===== src/rtl/uart_rx_deserializer.sv =====
`default_nettype none
// ============================================================================
// Module  : uart_rx_deserializer
// Brief   : Oversampled UART receiver with programmable ratio, length and
//           parity, break/framing/overrun detection and valid/ready output.
// Revision: 1.0 - initial release
// ============================================================================
module uart_rx_deserializer #(
    parameter int DATA_W      = 8,
    parameter int OSR_W       = 5,
    parameter int SYNC_STAGES = 2
) (
    input  logic              bclk_in,
    input  logic              rstn_in,
    input  logic              enable_in,
    input  logic              serial_in,
    input  logic [OSR_W-1:0]  osr_in,
    input  logic [3:0]        dlen_in,
    input  logic              pen_in,
    input  logic              eps_in,
    input  logic              sp_in,
    output logic [DATA_W-1:0] data_out,
    output logic              data_valid_out,
    input  logic              data_ready_in,
    output logic              pe_out,
    output logic              fe_out,
    output logic              bi_out,
    output logic              oe_out,
    output logic              busy_out,
    output logic              cfg_err_out
);

    localparam logic [2:0] ST_IDLE     = 3'd0;
    localparam logic [2:0] ST_START    = 3'd1;
    localparam logic [2:0] ST_DATA     = 3'd2;
    localparam logic [2:0] ST_PARITY   = 3'd3;
    localparam logic [2:0] ST_STOP     = 3'd4;
    localparam logic [2:0] ST_BRK_WAIT = 3'd5;

    localparam logic [OSR_W-1:0] C_OSR_MIN  = OSR_W'(4);
    localparam logic [OSR_W-1:0] C_OSR_ONE  = OSR_W'(1);
    localparam logic [3:0]       C_DLEN_MIN = 4'd5;
    localparam logic [3:0]       C_DLEN_MAX = 4'(DATA_W);

    logic [SYNC_STAGES-1:0] r_sync;
    logic [2:0]             r_state;
    logic [OSR_W-1:0]       r_cnt;
    logic [OSR_W-1:0]       r_osr;
    logic [3:0]             r_dlen;
    logic [3:0]             r_bit_idx;
    logic                   r_pen;
    logic                   r_eps;
    logic                   r_sp;
    logic                   r_s1;
    logic                   r_s2;
    logic [DATA_W-1:0]      r_shift;
    logic                   r_par_bit;
    logic                   r_pe_pend;

    logic                   w_rx;
    logic [OSR_W-1:0]       w_half;
    logic [OSR_W-1:0]       w_half_m1;
    logic [OSR_W-1:0]       w_half_p1;
    logic [OSR_W-1:0]       w_cnt_next;
    logic                   w_in_frame;
    logic                   w_decide;
    logic                   w_bit;
    logic                   w_par_exp;
    logic                   w_brk;
    logic                   w_accept;
    logic [DATA_W-1:0]      w_shift_next;

    assign w_rx        = r_sync[SYNC_STAGES-1];
    assign cfg_err_out = (osr_in < C_OSR_MIN) | (dlen_in < C_DLEN_MIN) | (dlen_in > C_DLEN_MAX);
    assign busy_out    = (r_state != ST_IDLE);

    assign w_half     = r_osr >> 1;
    assign w_half_m1  = w_half - C_OSR_ONE;
    assign w_half_p1  = w_half + C_OSR_ONE;
    assign w_cnt_next = (r_cnt == r_osr - C_OSR_ONE) ? '0 : r_cnt + C_OSR_ONE;
    assign w_in_frame = (r_state == ST_START) | (r_state == ST_DATA) |
                        (r_state == ST_PARITY) | (r_state == ST_STOP);
    assign w_decide   = w_in_frame & (r_cnt == w_half_p1);

    // Third vote is the live sample taken on the decision tick itself
    assign w_bit      = (r_s1 & r_s2) | (r_s1 & w_rx) | (r_s2 & w_rx);
    assign w_par_exp  = r_sp ? ~r_eps : (r_eps ? ^r_shift : ~^r_shift);
    assign w_brk      = (r_shift == '0) & (~r_pen | ~r_par_bit) & ~w_bit;
    assign w_accept   = data_valid_out & data_ready_in;

    always_comb begin
        w_shift_next = r_shift;
        for (int i = 0; i < DATA_W; i++) begin
            if (r_bit_idx == 4'(i)) begin
                w_shift_next[i] = w_bit;
            end
        end
    end

    always_ff @(posedge bclk_in or negedge rstn_in) begin
        if (!rstn_in) begin
            r_sync         <= '1;
            r_state        <= ST_IDLE;
            r_cnt          <= '0;
            r_osr          <= '0;
            r_dlen         <= '0;
            r_bit_idx      <= '0;
            r_pen          <= 1'b0;
            r_eps          <= 1'b0;
            r_sp           <= 1'b0;
            r_s1           <= 1'b0;
            r_s2           <= 1'b0;
            r_shift        <= '0;
            r_par_bit      <= 1'b0;
            r_pe_pend      <= 1'b0;
            data_out       <= '0;
            data_valid_out <= 1'b0;
            pe_out         <= 1'b0;
            fe_out         <= 1'b0;
            bi_out         <= 1'b0;
            oe_out         <= 1'b0;
        end else begin
            r_sync <= {r_sync[SYNC_STAGES-2:0], serial_in};
            oe_out <= 1'b0;
            if (w_accept) begin
                data_valid_out <= 1'b0;
            end

            if (!enable_in) begin
                r_state <= ST_IDLE;
            end else begin
                if (w_in_frame) begin
                    r_cnt <= w_cnt_next;
                    if (r_cnt == w_half_m1) r_s1 <= w_rx;
                    if (r_cnt == w_half)    r_s2 <= w_rx;
                end

                case (r_state)
                    ST_IDLE: begin
                        if (!cfg_err_out && !w_rx) begin
                            r_state   <= ST_START;
                            r_cnt     <= '0;
                            r_osr     <= osr_in;
                            r_dlen    <= dlen_in;
                            r_pen     <= pen_in;
                            r_eps     <= eps_in;
                            r_sp      <= sp_in;
                            r_shift   <= '0;
                            r_bit_idx <= '0;
                            r_par_bit <= 1'b0;
                            r_pe_pend <= 1'b0;
                        end
                    end
                    ST_START: begin
                        if (w_decide) begin
                            r_state <= w_bit ? ST_IDLE : ST_DATA;
                        end
                    end
                    ST_DATA: begin
                        if (w_decide) begin
                            r_shift <= w_shift_next;
                            if (r_bit_idx == r_dlen - 4'd1) begin
                                r_state <= r_pen ? ST_PARITY : ST_STOP;
                            end else begin
                                r_bit_idx <= r_bit_idx + 4'd1;
                            end
                        end
                    end
                    ST_PARITY: begin
                        if (w_decide) begin
                            r_par_bit <= w_bit;
                            r_pe_pend <= w_bit ^ w_par_exp;
                            r_state   <= ST_STOP;
                        end
                    end
                    ST_STOP: begin
                        if (w_decide) begin
                            r_state <= w_brk ? ST_BRK_WAIT : ST_IDLE;
                            // A char accepted this cycle frees the holding slot
                            if (!data_valid_out || data_ready_in) begin
                                data_out       <= r_shift;
                                pe_out         <= r_pe_pend;
                                fe_out         <= ~w_bit;
                                bi_out         <= w_brk;
                                data_valid_out <= 1'b1;
                            end else begin
                                oe_out <= 1'b1;
                            end
                        end
                    end
                    ST_BRK_WAIT: begin
                        if (w_rx) begin
                            r_state <= ST_IDLE;
                        end
                    end
                    default: begin
                        r_state <= ST_IDLE;
                    end
                endcase
            end
        end
    end

endmodule
`default_nettype wire


===== config.mk =====
export PLATFORM = sky130hd
export DESIGN_NAME = uart_rx_deserializer
export DESIGN_NICKNAME = d
export VERILOG_FILES = /design/src/rtl/uart_rx_deserializer.sv
export SDC_FILE = /design/constraint.sdc
export NUM_CORES = 1
export LEC_CHECK = 0
export ABC_AREA = 1
export BUFFER_PORTS_ARGS = -buffer_cell sky130_fd_sc_hd__buf_4
export CAP_MARGIN = 5
export CORE_ASPECT_RATIO = 0.9
export CORE_MARGIN = 4
export CORE_UTILIZATION = 40
export CTS_CLUSTER_DIAMETER = 200
export DETAILED_ROUTE_END_ITERATION = 10
export SLEW_MARGIN = 20
export SYNTH_ARGS = -nofsm -noshare
export SYNTH_HDL_FRONTEND = slang
export SYNTH_SLANG_ARGS = --single-unit

===== constraint.sdc =====
create_clock -name bclk_in -period 5.2 [get_ports bclk_in]
set_clock_uncertainty 0.1 [all_clocks]
set_input_delay 0.78 -clock bclk_in [delete_from_list [all_inputs] [get_ports bclk_in]]
set_output_delay 0.78 -clock bclk_in [all_outputs]
set_load 0.01 [all_outputs]

==> flow_metrics.tcl, run 1 <==
set metrics [dict create \
    dr_total_vias 2781 \
    critPathMostFrequentCell "nand2_1" \
    path_cells "inv_1 > ha_1 > inv_1 > nand2_1 > nand2_1 > nand3_1 > nor2_4 > nand3_4 > nor3_4 > nand2_2 > nand2_1 > nand2_1" \
    ys_types 38 \
    total_power_w 0.00190 \
    dr.max_layer_used "met4" \
    p_per_area_mw_per_mm2 520 \
    cts_setup_buffers 0 \
    synth.area.mux_share_pct 0 \
    grt_overflow 0 \
    place.port_buffers 31 \
    final_common_cell "nand2_1" \
    fin_crit_ps 2540 \
    synth_compound_area_share_pct 8.01 \
    worstMarginPinSlew_ps 894 \
    path_clk_slew_ps 100 \
    synth-simple-area-share_pct 32.1 \
    worst-endpoint-required_ps 5310 \
    dr.pass1.iters 4 \
    synthXorXnorAreaFrac_pct 6.08 \
    die-area_mm2 0.00980 \
    antenna_found_initial 0 \
    synthCells 441 \
    synth_top_family_by_area "simple AND/OR/NAND/NOR gates" \
    synth_nets 472 \
    rows 31 \
    cts_tree "yes" \
    avgRoutedWirePerCell_um 12.2 \
    drt_iter0_drc 181 \
    setup.worst_path.class "reg -> reg" \
    cp-start-kind "flip-flop" \
    end_kind "flip-flop" \
    clock-sinks 51 \
    met3_length_um 352 \
    ys_seq_elements 51 \
    synth_fa_ha_area_share_pct 5.29 \
    nets 493 \
    clk_latency_ps 310 \
    status "complete, no violations" \
    cpMaxStageDelayCell "dfrtp_1" \
    die_h_um 94.3 \
    vias_per_cell 4.95 \
    grt_use_total_pct 15.0 \
    die-width_um 104 \
    yosys_warnings 0 \
    ir_drop_uv 234 \
    worst-path-max-fanout 13 \
    p_sw_share_pct 48.5 \
    cts.htree.levels 2 \
    fmaxAchievable_mhz 393 \
    core_mm2 0.00807 \
    fin_setup_tns_ps 0 \
    power.leakage_nw 1.89 \
    rsz0062_at_grt "no" \
    syn2layout_area_growth_pct 10.5 \
    fill_cells 837 \
    switching_power_w 0.000922 \
    wl_met2_mm 2.80 \
    cts_buffer_depth 2 \
    cts_hold_buf 0 \
    relSlewSlack_pct 40.2 \
    grt_max_degree 52 \
    cap_viol_max_count 0 \
    met1Wirelength_mm 3.65 \
    final_core_util_pct 45.4 \
    gp_congestion 0.865 \
    drive_gt1_share_pct 12.5 \
    start_util_pct 41.1 \
    combinationalPowerShare_pct 53.7 \
    setup_viol 0 \
    clkPwrFrac_pct 12.8 \
    dp_hpwl_mm 5.23 \
    syn_avg_cell_area_um2 7.51 \
    place_ws_ps 2490 \
    hold_ws_ps 259 \
    ant_nets 0 \
    setup_slack_ps 2660 \
    cts.repair.resized 0 \
    fin_crit_sh_pct 48.9 \
    grt_first_pass_wirelength_mm 12.0 \
    layout_common_cells "130 x nand2_1, 57 x inv_1, 49 x dfrtp_1" \
    ios 32 \
    yosysSeqAreaShare_pct 38.6 \
    n_antenna_cell 0 \
    cpPeakStageDelay_ps 520 \
    clockRootBuffer "clkbuf_8" \
    cts_buffers 5 \
    grt_pass1_vias 2553 \
    min_path_type "reg -> reg" \
    drv_slew 0 \
    arrival_ps 2650 \
    remaining_drc_errors 0 \
    syn_area_mm2 0.00331 \
    wl_mm 6.86 \
    power.internal_w 0.000981 \
    hold_viol 0 \
    seq_power_share_pct 33.5 \
]
==> cell families (layout without fill, tap and decap cells) <==
logic type,Yosys count,count (layout)
DFF,51,51
xor gates and xnor gates,23,23
and+or+nand+nor,228,228
adders and majority gates,14,14
buffers and inverters,76,98
AOI/OAI and AO/OA,49,49
==> power by group through the flow <==
stage | Sequential (W) | Combinational [W] | Clock [W]
after floorplan | 0.000572 | 0.000890 | 0
after global placement | 0.000642 | 0.00101 | 0
after detailed placement | 0.000643 | 0.00102 | 0
after CTS | 0.000637 | 0.00102 | 0.000255
after global routing | 0.000657 | 0.00117 | 0.000271
final | 0.000638 | 0.00102 | 0.000243
==> final cells by class <==
cell class                      count  area, µm²  area share (%)
Multi-Input combinational cell    314       1710            46.6
Sequential cell                    51       1280            34.9
Timing Repair Buffer               31        233            6.36
Inverter                           59        224            6.12
Tap cell                           99        124            3.38
Clock buffer                        5       68.8            1.88
Clock inverter                      3       26.3           0.718
==> cell usage after synthesis, drive strengths merged <==
cell type	instances	area (µm²)
or2	1	6.26
nor3b	1	7.51
nand3	31	168
nand2b	2	12.5
a31oi	1	6.26
xnor2	10	87.6
dfstp	2	52.6
xor2	13	114
and2	1	8.76
nor2	24	115
nand3b	1	7.51
ha	14	175
o2111ai	1	8.76
a21oi	21	116
nor4	1	6.26
inv	59	224
and3	1	6.26
o21ai	26	134
nand4	25	163
nor3	6	41.3
clkbuf	7	27.5
dfrtp	49	1230
buf	10	75.1
nand2	134	523
==> sequential cells by signal, summed over array words and instances, names as in the netlist, 2 cells and up <==
signal and cells:
data_out 8, r_bit_idx 4, r_cnt 5, r_dlen 4, r_osr 5, r_shift 8, r_state 3, r_sync 2
==> worst max-delay path: cells and delay by family, from the launching register on <==
| family | cells | cell delay, ps |
|---|---|---|
| DFF | 1 | 520 |
| adders and majority gates | 1 | 300 |
| buffers and inverters | 2 | 160 |
| and+or+nand+nor | 9 | 1370 |
==> metrics by stage <==
step	instance area [µm²]	cells
4_1_cts	3660	562
5_1_grt	3660	562
6_report	3660	562
3_5_place_dp	3570	554
3_3_place_gp	3570	554
2_1_floorplan	3310	441
==> per-layer routing <==
layer	vias up	GRT usage (%)
li1	1458	-
met1	1264	22.2
met2	57	22.1
met3	2	2.61
met4	0	5.32
met5	-	0
==> path summary, 6_finish.rpt <==
check                           depth (start not counted)      endpoint  slack, ps  startpoint
max in group asynchronous                               1  r_bit_idx[0]       4190     rstn_in
worst min register to register                          0     r_sync[1]        260   r_sync[0]
worst min-delay path                                    0     r_sync[1]        260   r_sync[0]
worst max register to register                         12        pe_out       2660    r_osr[2]
worst max-delay path                                   12        pe_out       2660    r_osr[2]
min in group asynchronous                               1        oe_out        380     rstn_in
Power figures use the tool's default switching activity.
==> run 2, diff against run 1 <==
==> constraint.sdc (replaced) <==
create_clock -name bclk_in -period 2.4 [get_ports bclk_in]
set_clock_uncertainty 0.1 [all_clocks]
set_input_delay 0.36 -clock bclk_in [delete_from_list [all_inputs] [get_ports bclk_in]]
set_output_delay 0.36 -clock bclk_in [all_outputs]
set_load 0.01 [all_outputs]
==> flow_metrics.tcl, run 2 (synthesized netlist as in run 1, its figures left out) <==
set metrics [dict create \
    setup.worst_path.class "reg -> reg" \
    grt_pass1_vias 2600 \
    layout_common_cells "130 x nand2_1, 57 x inv_1, 49 x dfrtp_1" \
    fin_setup_tns_ps 0 \
    seq_area_mm2 0.00128 \
    clkPwrFrac_pct 12.7 \
    holdCritStartpoint "serial_in" \
    fill_cells 818 \
    min_path_type "in -> reg" \
    rr_startpoint "r_osr[1]" \
    relSlewSlack_pct 57.2 \
    cts_buffer_depth 2 \
    end_kind "flip-flop" \
    path_clk_slew_ps 100 \
    core_mm2 0.00807 \
    fin_crit_ps 2180 \
    cts_setup_buffers 0 \
    clock-sinks 51 \
    grt_use_total_pct 15.3 \
    cts_buffers 5 \
    grt_first_pass_wirelength_mm 12.2 \
    remaining_drc_errors 0 \
    fmaxAchievable_mhz 459 \
    nets 500 \
    p_sw_share_pct 48.0 \
    reg2reg_depth 12 \
    dr_total_vias 2785 \
    die_h_um 94.3 \
    worstMarginPinSlew_ps 643 \
    drive_gt1_share_pct 13.6 \
    grt_overflow 0 \
    gp_congestion 0.842 \
    start_util_pct 41.1 \
    setup_viol 0 \
    grt_max_degree 52 \
    power.leakage_nw 1.92 \
    drv_slew 0 \
    ios 32 \
    syn2layout_area_growth_pct 12.3 \
    top_regs "data_out: 8 flops, r_shift: 8 flops" \
    rows 31 \
    p_per_area_mw_per_mm2 1120 \
    power.internal_w 0.00217 \
    arrival_ps 2290 \
    cp-startpoint "r_osr[1]" \
    die-area_mm2 0.00980 \
    dp_hpwl_mm 5.36 \
    n_antenna_cell 0 \
    dr.pass1.iters 4 \
    cap_viol_max_count 0 \
    hold_viol 0 \
    worst-path-max-fanout 13 \
    drt_iter0_drc 210 \
    cts.htree.levels 2 \
    status "complete, no violations" \
    place.port_buffers 31 \
    clockRootBuffer "clkbuf_8" \
    final_common_cell "nand2_1" \
    cts_tree "yes" \
    total_power_w 0.00418 \
    avgRoutedWirePerCell_um 12.3 \
    wl_mm 7.01 \
    cp-start-kind "flip-flop" \
    rsz0062_at_grt "no" \
    switching_power_w 0.00201 \
    clk_latency_ps 310 \
    die-width_um 104 \
    final_core_util_pct 46.1 \
    vias_per_cell 4.89 \
    fin_crit_sh_pct 90.7 \
    worst-endpoint-required_ps 2520 \
    multiInputGateArea_mm2 0.00171 \
    antenna_found_initial 0 \
    seq_power_share_pct 32.7 \
    ant_nets 0 \
    ir_drop_uv 433 \
    holdPathStages 1 \
    combinationalPowerShare_pct 54.6 \
]
run 2: cell types whose count changed in the layout (fill, tap and decap cells not counted), sizes merged:
| cell | change |
|---|---|
| buf | +6 |
| dlygate4sd3 | +1 |
| inv | -1 |
| clkinv | +1 |
run 2: power groups by stage:
stage,combinational [W],sequential [W],clock [W]
after detailed placement,0.00228,0.00138,0
after floorplan,0.00193,0.00124,0
after CTS,0.00228,0.00136,0.000555
final,0.00228,0.00137,0.000529
after global placement,0.00224,0.00137,0
after global routing,0.00259,0.00141,0.000592
run 2: worst paths after layout:
check | to | slack [ps]
worst min register to register | r_sync[1] | 260
min in group asynchronous | data_valid_out | 510
worst max register to register | r_bit_idx[2] | 220
max in group asynchronous | r_sp | 1270
worst max-delay path | r_bit_idx[2] | 220
worst min-delay path | r_sync[0] | 40
run 2: repair_timing:
action | 4_1_cts | 5_1_grt
hold buffers | 1 | 0
resized for setup | 0 | 0
hold endpoints to repair | 49 | 0
run 2: per-layer routing:
layer	routed length, µm	GRT usage, %	vias up
met1	3620	21.8	1237
met5	0	0	-
met4	77	3.77	0
met2	2910	23.2	66
met3	407	4.12	4
li1	-	-	1478
run 2: worst max-delay path: stages, from the launching register on:
cell     delay [ps]
dfrtp_1         410
inv_1           120
ha_1            320
inv_1            60
nand2_1          50
nand2_1          80
nand3_1         120
nor2_4          120
nand3_4         120
a21oi_4         330
nand2_2         130
nand2_1          80
nand2_1          50
run 2: area by class of cell:
| type | instances | area share [%] |
|---|---|---|
| Multi-Input combinational cell | 314 | 45.9 |
| Sequential cell | 51 | 34.4 |
| Timing Repair Buffer | 38 | 7.74 |
| Inverter | 59 | 6.02 |
| Tap cell | 99 | 3.33 |
| Clock buffer | 5 | 1.85 |
| Clock inverter | 3 | 0.774 |
run 2: per-stage QoR:
stage               instance area [µm²]  setup slack, ps  std cells  hold WS [ps]
floorplan                          3310              392        441         -35.6
global placement                   3610              274        560           246
detailed placement                 3610              227        560           247
finish                             3720              223        569          44.4
global route                       3720             11.7        569          17.9
CTS                                3720              217        569          33.7
==> run 3, diff against run 2 <==
--- a/config.mk
+++ b/config.mk
@@ -6,12 +6,11 @@
 export NUM_CORES = 1
 export LEC_CHECK = 0
 export ABC_AREA = 1
-export BUFFER_PORTS_ARGS = -buffer_cell sky130_fd_sc_hd__buf_4
+export BUFFER_PORTS_ARGS = -buffer_cell sky130_fd_sc_hd__buf_2
 export CAP_MARGIN = 5
-export CORE_ASPECT_RATIO = 0.9
 export CORE_MARGIN = 4
 export CORE_UTILIZATION = 40
-export CTS_CLUSTER_DIAMETER = 200
+export CTS_CLUSTER_DIAMETER = 120
 export DETAILED_ROUTE_END_ITERATION = 10
 export SLEW_MARGIN = 20
 export SYNTH_ARGS = -nofsm -noshare
==> flow_metrics.tcl, run 3 (synthesized netlist as in run 1, its figures left out) <==
set metrics [dict create \
    status "complete, no violations" \
    die_h_um 99.0 \
    fmaxAchievable_mhz 450 \
    die-area_mm2 0.00980 \
    avgRoutedWirePerCell_um 12.1 \
    worst-path-max-fanout 13 \
    combinationalPowerShare_pct 53.0 \
    reg2reg_depth 12 \
    start_util_pct 42.0 \
    cp-start-kind "flip-flop" \
    setup_viol 0 \
    grt_max_degree 33 \
    path_delay_family "simple AND/OR/NAND/NOR gates" \
    nets 501 \
    power.leakage_nw 1.92 \
    drive_gt1_share_pct 14.0 \
    cts_setup_buffers 0 \
    p_per_area_mw_per_mm2 1150 \
    end_kind "flip-flop" \
    vias_per_cell 4.85 \
    core_mm2 0.00789 \
    ios 32 \
    cts_hold_buf 0 \
    worstMarginPinSlew_ps 742 \
    r2r_slack_ps 180 \
    fin_crit_ps 2220 \
    grt_overflow 0 \
    power.internal_w 0.00224 \
    critPathMostFrequentCell "nand2_1" \
    min_path_type "in -> async" \
    grt_first_pass_wirelength_mm 12.0 \
    dr_total_vias 2780 \
    ant_nets 0 \
    worst-endpoint-required_ps 2500 \
    relSlewSlack_pct 50.6 \
    syn2layout_area_growth_pct 10.7 \
    remaining_drc_errors 0 \
    cts_buffers 5 \
    clockRootBuffer "clkbuf_8" \
    path_cells "inv_1 > ha_1 > inv_1 > nand2_1 > nand2_1 > nand3_1 > nor2_4 > nand3_4 > a21oi_4 > nand2_2 > nand2_1 > nand2_1" \
    seq_power_share_pct 32.3 \
    fin_crit_sh_pct 92.5 \
    arrival_ps 2320 \
    hold_viol 0 \
    clkPwrFrac_pct 14.7 \
    cts.htree.levels 2 \
    cpPeakStageDelay_ps 430 \
    path_clk_slew_ps 100 \
    clock-sinks 51 \
    die-width_um 99.0 \
    grt_pass1_vias 2544 \
    setup_slack_ps 180 \
    dp_cells 565 \
    p_sw_share_pct 46.9 \
    setup.worst_path.class "reg -> reg" \
    cpMaxStageDelayCell "dfrtp_1" \
    cp.depth 12 \
    n_antenna_cell 0 \
    antenna_found_initial 0 \
    cts_tree "yes" \
    ir_drop_uv 526 \
    dp_hpwl_mm 5.41 \
    clk_latency_ps 310 \
    path_buf_inv 2 \
    drv_slew 0 \
    final_common_cell "nand2_1" \
    grt_use_total_pct 14.8 \
    rows 32 \
    place.port_buffers 31 \
    layout_common_cells "130 x nand2_1, 57 x inv_1, 49 x dfrtp_1" \
    fin_setup_tns_ps 0 \
    cts_buffer_depth 2 \
    cts.repair.resized 0 \
    drt_iter0_drc 118 \
    wl_mm 6.91 \
    final_core_util_pct 46.5 \
    switching_power_w 0.00198 \
    place_ws_ps 194 \
    fill_cells 807 \
    rsz0062_at_grt "no" \
    dr.pass1.iters 4 \
    cap_viol_max_count 0 \
    finalNonFillerCells 573 \
    gp_congestion 0.839 \
    top_regs "data_out: 8 flops, r_shift: 8 flops" \
]
-- run 3: cell count changes in the layout (fill, tap and decap cells not counted) --
cell,before,now
dlygate4sd3_1,1,0
clkinvlp_4,0,1
buf_2,0,31
clkinv_4,2,0
bufinv_16,0,1
inv_6,0,1
inv_8,1,0
buf_4,37,8
-- run 3: final timing paths --
kind / startpoint / to
max: r_osr[1] / r_bit_idx[3]
max reg2reg: r_osr[1] / r_bit_idx[3]
max in group asynchronous: rstn_in / r_sync[0]
min reg2reg: r_sync[0] / r_sync[1]
min: rstn_in / oe_out
min in group bclk_in: serial_in / r_sync[0]
-- run 3: layer usage --
metal  share of wire [%]  global-route usage (%)  routed length [µm]  vias to the layer above
met3                 6.4                    3.26                 445                        2
met4                0.67                    3.15                  46                        0
li1                    -                       -                   -                     1482
met5                   0                       0                   0                        -
met1                  51                    21.9                3490                     1232
met2                  42                    22.1                2920                       64
-- run 3: layout make-up --
cell class | instances | area (µm²) | area share (%)
flip-flops and latches | 51 | 1280 | 34.9
clock inverters | 3 | 46.3 | 1.26
well taps | 102 | 128 | 3.48
clock buffers | 5 | 68.8 | 1.88
inverters | 59 | 224 | 6.11
multi-input cells | 314 | 1710 | 46.5
repair buffers | 39 | 215 | 5.87
-- run 3: through the flow --
stage	power [W]	hold WS (ps)	instance area, µm²
after CTS	0.00425	29.1	3670
after detailed placement	0.00362	247	3550
final	0.00422	11.8	3670
after global placement	0.00359	247	3550
after floorplan	0.00317	-35.6	3310
after global routing	0.00463	27.9	3670
-- run 3: power groups by stage --
stage          sequential (W)  combinational (W)  clock, W
2_1_floorplan         0.00124            0.00193         0
3_3_place_gp          0.00138            0.00221         0
3_5_place_dp          0.00138            0.00224         0
4_1_cts               0.00136            0.00224  0.000644
5_1_grt               0.00140            0.00256  0.000673
6_report              0.00136            0.00224  0.000619
